`src/rtl/uart_pkg.sv`:
```
// uart_pkg: state encodings and helpers shared by the UART Tx and Rx sides
package uart_pkg;

  typedef enum logic [1:0] {
    sIDLE  = 2'b00,
    sSTART = 2'b01,
    sDATA  = 2'b10,
    sSTOP  = 2'b11
  } uartState_t;

  function automatic int clog2(input int v);
    int r;
    r = 0;
    for (int i = 0; i < 31; i++) if ((1 << i) < v) r = i + 1;
    return r;
  endfunction

endpackage

```
`src/rtl/uart_baud_gen.sv`:
```
// uart_baud_gen: divide-by-C_DIV bit-period counter with restart and end-of-period tick
module uart_baud_gen
  import uart_pkg::*;
#(
  parameter int C_DIV = 868
) (
  input  logic clk,
  input  logic rstb,
  input  logic restart,
  output logic tick
);

  localparam int CW = (clog2(C_DIV) < 1) ? 1 : clog2(C_DIV);

  logic [CW-1:0] cnt;

  assign tick = (cnt == CW'(C_DIV - 1));

  // count 0..C_DIV-1 repeatedly; restart aligns period start with the cycle after it
  always_ff @(posedge clk) begin
    if (!rstb || restart) cnt <= '0;
    else cnt <= tick ? '0 : cnt + CW'(1);
  end

endmodule

```
`src/rtl/uart_tx.sv`:
```
// uart_tx: UART transmitter, 1 start bit, LSB-first data, 1 stop bit, no parity
module uart_tx
  import uart_pkg::*;
#(
  parameter int C_CLK_FREQ        = 100000000,
  parameter int C_UART_RATE       = 115200,
  parameter int C_UART_DATA_WIDTH = 8
) (
  input  logic                         clk,
  input  logic                         rstb,
  input  logic                         send,
  input  logic [C_UART_DATA_WIDTH-1:0] data,
  output logic                         busy,
  output logic                         err,
  output logic                         tx
);

  localparam int N  = C_CLK_FREQ / C_UART_RATE;
  localparam int IW = (clog2(C_UART_DATA_WIDTH) < 1) ? 1 : clog2(C_UART_DATA_WIDTH);

  if (N < 4) begin : gBadDivisor
    $error("uart_tx: clock/baud divisor must be at least 4");
  end

  uartState_t                   state, nState;
  logic [C_UART_DATA_WIDTH-1:0] shift, nShift;
  logic [IW-1:0]                idx, nIdx;
  logic                         nErr, nTx, nBusy, restart, tick;

  uart_baud_gen #(.C_DIV(N)) uBaud (
    .clk(clk),
    .rstb(rstb),
    .restart(restart),
    .tick(tick)
  );

  // state register
  always_ff @(posedge clk) begin
    if (!rstb) state <= sIDLE;
    else state <= nState;
  end

  // next state, datapath updates and the values the output flops take next
  always_comb begin
    nState  = state;
    nShift  = shift;
    nIdx    = idx;
    nErr    = err;
    restart = 1'b0;
    case (state)
      sIDLE: if (send) begin
        nShift  = data;
        nErr    = 1'b0;
        nState  = sSTART;
        restart = 1'b1;
      end
      sSTART: if (tick) begin
        nState = sDATA;
        nIdx   = '0;
      end
      sDATA: if (tick) begin
        nShift = shift >> 1;
        nIdx   = idx + IW'(1);
        nState = (idx == IW'(C_UART_DATA_WIDTH - 1)) ? sSTOP : sDATA;
      end
      default: if (tick) nState = sIDLE;
    endcase
    if (state != sIDLE && send) nErr = 1'b1;
    nTx   = (nState == sSTART) ? 1'b0 : (nState == sDATA) ? nShift[0] : 1'b1;
    nBusy = (nState != sIDLE);
  end

  // registered outputs and datapath
  always_ff @(posedge clk) begin
    if (!rstb) begin
      shift <= '0;
      idx   <= '0;
      err   <= 1'b0;
      tx    <= 1'b1;
      busy  <= 1'b0;
    end else begin
      shift <= nShift;
      idx   <= nIdx;
      err   <= nErr;
      tx    <= nTx;
      busy  <= nBusy;
    end
  end

endmodule

```
`config.mk`:
```
export PLATFORM = sky130hd
export DESIGN_NAME = uart_tx
export DESIGN_NICKNAME = d
export VERILOG_FILES = /design/src/rtl/uart_pkg.sv /design/src/rtl/uart_baud_gen.sv /design/src/rtl/uart_tx.sv
export SDC_FILE = /design/constraint.sdc
export NUM_CORES = 1
export LEC_CHECK = 0
export ABC_AREA = 0
export BUFFER_PORTS_ARGS = -buffer_cell sky130_fd_sc_hd__buf_4
export CORE_MARGIN = 2
export CORE_UTILIZATION = 60
export DETAILED_ROUTE_END_ITERATION = 6
export PLACE_DENSITY = 0.87
export SYNTH_ARGS = -nofsm -noshare
export SYNTH_HDL_FRONTEND = slang
export SYNTH_SLANG_ARGS = --single-unit
export TNS_END_PERCENT = 5
```
`constraint.sdc`:
```
create_clock -name clk -period 2.9 [get_ports clk]
set_input_delay 0.435 -clock clk [delete_from_list [all_inputs] [get_ports clk]]
set_output_delay 0.435 -clock clk [all_outputs]
set_load 0.03 [all_outputs]
```
======== After elaboration in Yosys (flattened, before gate mapping) ========
Cells that the tools add are included.
word-level totals
  flip-flop bits (word level) ............. 26
  input port bits ......................... 11
  output and inout port bits .............. 3
cells by class
  $add $sub $neg .......................... 2
  eq/ne operators ......................... 9
  mux-type cells .......................... 19
  reductions and logical operators ........ 14
operator list
  kind                                                   number
  two-way mux 8 bit                                      2
  one-hot mux 8 bit (2 select lines)                     1
  nonzero test 2 bit                                     6
  adder 10 x 1 -> 10 bit, second input constant          1
  == test 10 bit, second input constant                  1
  two-way mux 1 bit                                      8
  two-way mux 2 bit                                      4
  two-way mux 3 bit                                      2
  one-hot mux 2 bit (3 select lines)                     1
  one-hot mux 3 bit (2 select lines)                     1
  AND reduction 3 bit                                    2
  == test 2 x 1 -> 1 bit, second input constant          2
  == test 2 bit, second input constant                   2
  inequality test 2 x 1 -> 1 bit, second input constant  2
  adder 3 x 1 -> 3 bit, second input constant            1
  == test 3 bit, second input constant                   1
  logical NOT 2 bit                                      1
  inequality test 2 bit, second input constant           1
  AND reduction 2 bit                                    1
  OR reduction 2 bit                                     1
  logical AND 1 bit                                      1
  logical NOT 1 bit                                      1
  logical OR 1 bit                                       1

======== Longest topological paths before layout ========
  word-level depth ........................ 7
  gate-level depth with buffers ........... 6
  gate-level depth less buffers ........... 5

======== Hierarchy ========
A second synthesis with hierarchy kept.
second synthesis, totals
  cells, all modules ...................... 123
  area, all modules ....................... 1203.7 sq um
by module, submodules not included
  module         instances  cells each  area each (sq um)
  uart_tx        1          72          738.2
  uart_baud_gen  1          51          465.4

======== Worst setup path after synthesis ========
OpenSTA, ideal clock, no wires.
  path kind ............................... register -> register
  start ................................... register uBaud.cnt[2]
  end ..................................... register tx
  setup time .............................. 0.129 ns
  data arrival time ....................... 1.466 ns
  data required time ...................... 2.771 ns
  setup slack ............................. 1.304 ns
  cell stages (with the launch flop) ...... 7
  period minus slack after synthesis ...... 1.596 ns
  cell sequence ........................... dfxtp_1 nor4bb_1 and4_4 buf_6 nand3_2 a2111oi_2 o21ai_1
between the ends
  word-level cells in the longest chain between the ends .. 6
  elaborated cells on any way between the ends .. 11
  those cells by class .................... eq/ne: 3; mux: 8
RTL lines
  element                                      line                                         source
  start: declaration                           uart_baud_gen.sv:15                          logic [CW-1:0] cnt;
  start signal: assignment                     uart_baud_gen.sv:22                          else cnt <= tick ? '0 : cnt + CW'(1);
  == test 10 bit (*)                           uart_baud_gen.sv:17                          assign tick = (cnt == CW'(C_DIV - 1));
  two-way mux 2 bit, on equally long branches  uart_tx.sv:66, uart_tx.sv:57, uart_tx.sv:61
  one-hot mux 2 bit (3 select lines)           uart_tx.sv:50                                case (state)
  == test 2 bit                                uart_tx.sv:69                                nTx = (nState == sSTART) ? 1'b0 : (nState == sDATA) ? nShift[0] : 1'b1;
  two-way mux 1 bit                            uart_tx.sv:69
  two-way mux 1 bit (*)                        uart_tx.sv:69
  end signal: assignment                       uart_tx.sv:85                                tx <= nTx;
  end: declaration                             uart_tx.sv:15                                output logic tx
Every way passes the cells marked *; elsewhere a longest branch is shown, timed or not. The select of a mux whose other input is x is not followed.
A chain may end at the register's enable or synchronous reset.

======== Final worst setup path ========
Same ends and word-level chain as after synthesis.

==> results.toml <==
[critical_path]
endpoint_kind = "flip-flop"
cp-start-kind = "flip-flop"
r2r_start = "uBaud.cnt[2]"
crit_arrival_ps = 1910
startpoint = "uBaud.cnt[2]"
reg2reg_setup_slack_ps = 1190
path_max_fanout = 13
crit_required_ps = 3110
worst-setup-path-type = "reg -> reg"

[cts]
cts_tree = "built"
clk_latency_ps = 310
clockBufferDepth = 2
cts_hold_buf = 0
htree_levels = 1
cts_resized = 0
cts_buffers = 3
cts_root_buf = "clkbuf_4"
path_clk_slew_ps = 130
cts_sinks = 26
postCtsSetupBuffers = 0

[power_and_ir_drop]
vdd_drop_max_mv = 0.2986
totalPowerFinal_mw = 0.5824
leakagePower_nw = 0.5132
p_per_area_nw_per_um2 = 438.7

[sta]
drv_slew = 0
rsz0062_at_grt = "no"
hold_violations = 0
slew_headroom_pct = 70.05
final-setup-viol-count = 0
fin_setup_tns_ps = 0
worstMarginPinSlew_ps = 448.6
layout_setup_ws_ps = 1194
finClkSkew_ps = 5.205
fmax_mhz = 586.2
final.min_clock_period_ps = 1706
fin_crit_sh_pct = 58.82

[synthesis]
yosysSeqAreaShare_pct = 43.20
syn-cell-area_um2 = 1205
synth.avg_cell_area_um2 = 9.128
yosysTopAreaCell = "dfxtp_1"
ys_seq_elements = 26
yosys_warnings = 0
synth_area_leaders = "dfxtp_1, nor2_1, a21boi_0, nand2_1, a22oi_1"
yosysTopAreaCellShare_pct = 43.20
syn-num-nets = 146
syn_inst = 132
synthDistinctLibCells = 38

[final_layout]
mostFrequentLayoutCell = "dfxtp_1"
drive_gt1_share_pct = 17.61
fin_cells = 169
area_growth_pct = 10.18
antenna_cells = 0
finalNetCount = 158
fill_cells = 163
layout_common_cells = "dfxtp_1, nor2_1, nand2_1, buf_4, a21boi_0"

[drt]
vias = 967
vias_per_cell = 5.722
wl_per_cell_um = 12.85
antenna_left = 0
firstDrtPassIters = 5
drtIter0Drc = 17
wl_mm = 2.172
route.detailed.drc = 0

[die]
die_x_um = 48.81
die_area_um2 = 2382
initial_core_util_pct = 62.70
placeableCoreArea_um2 = 1922
num_io_pins = 14
num_rows = 16
die_h_um = 48.81

[placement]
gp_congestion = 0.7811
dp.cells = 166
io_buffers = 13
pre_cts_ws_ps = 1213
dp_hpwl_mm = 1.620

[hold_path]
hp-class = "in -> reg"
min_from = "data[7]"

[global_route]
grt_pass1_vias = 953
grt_pass1_wl_mm = 3.843
grtUsageTotal_pct = 20.17
antenna_found_initial = 0
overflow = 0
grt_max_degree = 19

[run_status]
outcome = "finished, final reports clean"

[flow_run]
drv_cap = 0
layer usage:
layer	global-route usage [%]	up-vias	routed length (um)
met5	0	-	0
met4	8.571	0	44
met3	4.601	7	80
met2	34.25	19	1076
met1	24.51	456	971
li1	-	485	-
power by group:
group          internal, mW  switching, mW
Sequential            0.370         0.0102
Clock                0.0486         0.0984
Combinational        0.0269         0.0287
Total                 0.445          0.137
final timing paths:
path	depth (start not counted)	endpoint
max	5	tx
min	3	shift[7]
max reg2reg	5	tx
min reg2reg	2	shift[3]
final cells by class:
| type | instances | area, um2 | area share [%] |
|---|---|---|---|
| repair buffers | 14 | 105.1 | 7.917 |
| clock buffers | 3 | 22.52 | 1.697 |
| flip-flops and latches | 26 | 520.5 | 39.21 |
| well taps | 27 | 33.78 | 2.545 |
| multi-input cells | 96 | 634.4 | 47.79 |
| inverters | 3 | 11.26 | 0.8483 |
logic make-up (layout without fill, tap and decap cells):
logic type      after synthesis  count (layout)  synth area share (%)
simple gates                 53              53                 23.16
compound gates               30              30                 19.00
flops                        26              26                 43.20
buf+inv                      10              20                 4.153
xor+xnor                      9               9                 6.542
fa+ha+maj                     3               3                 3.116
mux                           1               1                0.8308
cell usage after synthesis, drive strengths merged:
cell / count
o2bb2ai: 2
o21ai: 3
o31a: 1
and3: 5
nand3b: 1
dfxtp: 26
clkbuf: 4
a2111oi: 1
o31ai: 1
nor2b: 2
mux2i: 1
o211a: 1
nor2: 15
nor4bb: 1
ha: 3
buf: 3
a31oi: 2
nor3b: 3
a211o: 1
and2: 3
nand3: 6
a22oi: 6
and4: 1
xnor2: 5
a32o: 2
or3b: 2
xor2: 4
nand2: 14
a21boi: 7
a21oi: 3
inv: 3
registers in the layout, summed over array words and instances (netlist names):
name / cells
tx: 1
busy: 1
err: 1
uBaud.cnt: 10
shift: 8
state: 2
idx: 3
metrics by stage:
| stage | util (%) | hold WS (ps) | cell area [um2] |
|---|---|---|---|
| 5_1_grt | 69.08 | 370.7 | 1328 |
| 4_1_cts | 69.08 | 362.3 | 1328 |
| 2_1_floorplan | - | 437.7 | 1205 |
| 3_3_place_gp | 67.90 | 453.1 | 1305 |
| 3_5_place_dp | 67.90 | 466.7 | 1305 |
| 6_report | 69.08 | 369.7 | 1328 |
worst max-delay path, stage by stage, from the launching register on:
cell and delay [ps]:
dfxtp_1 380, nor4bb_1 280, and4_4 360, nand3_2 100, a2111oi_2 380, o21ai_1 110
Power figures use the tool's default switching activity.
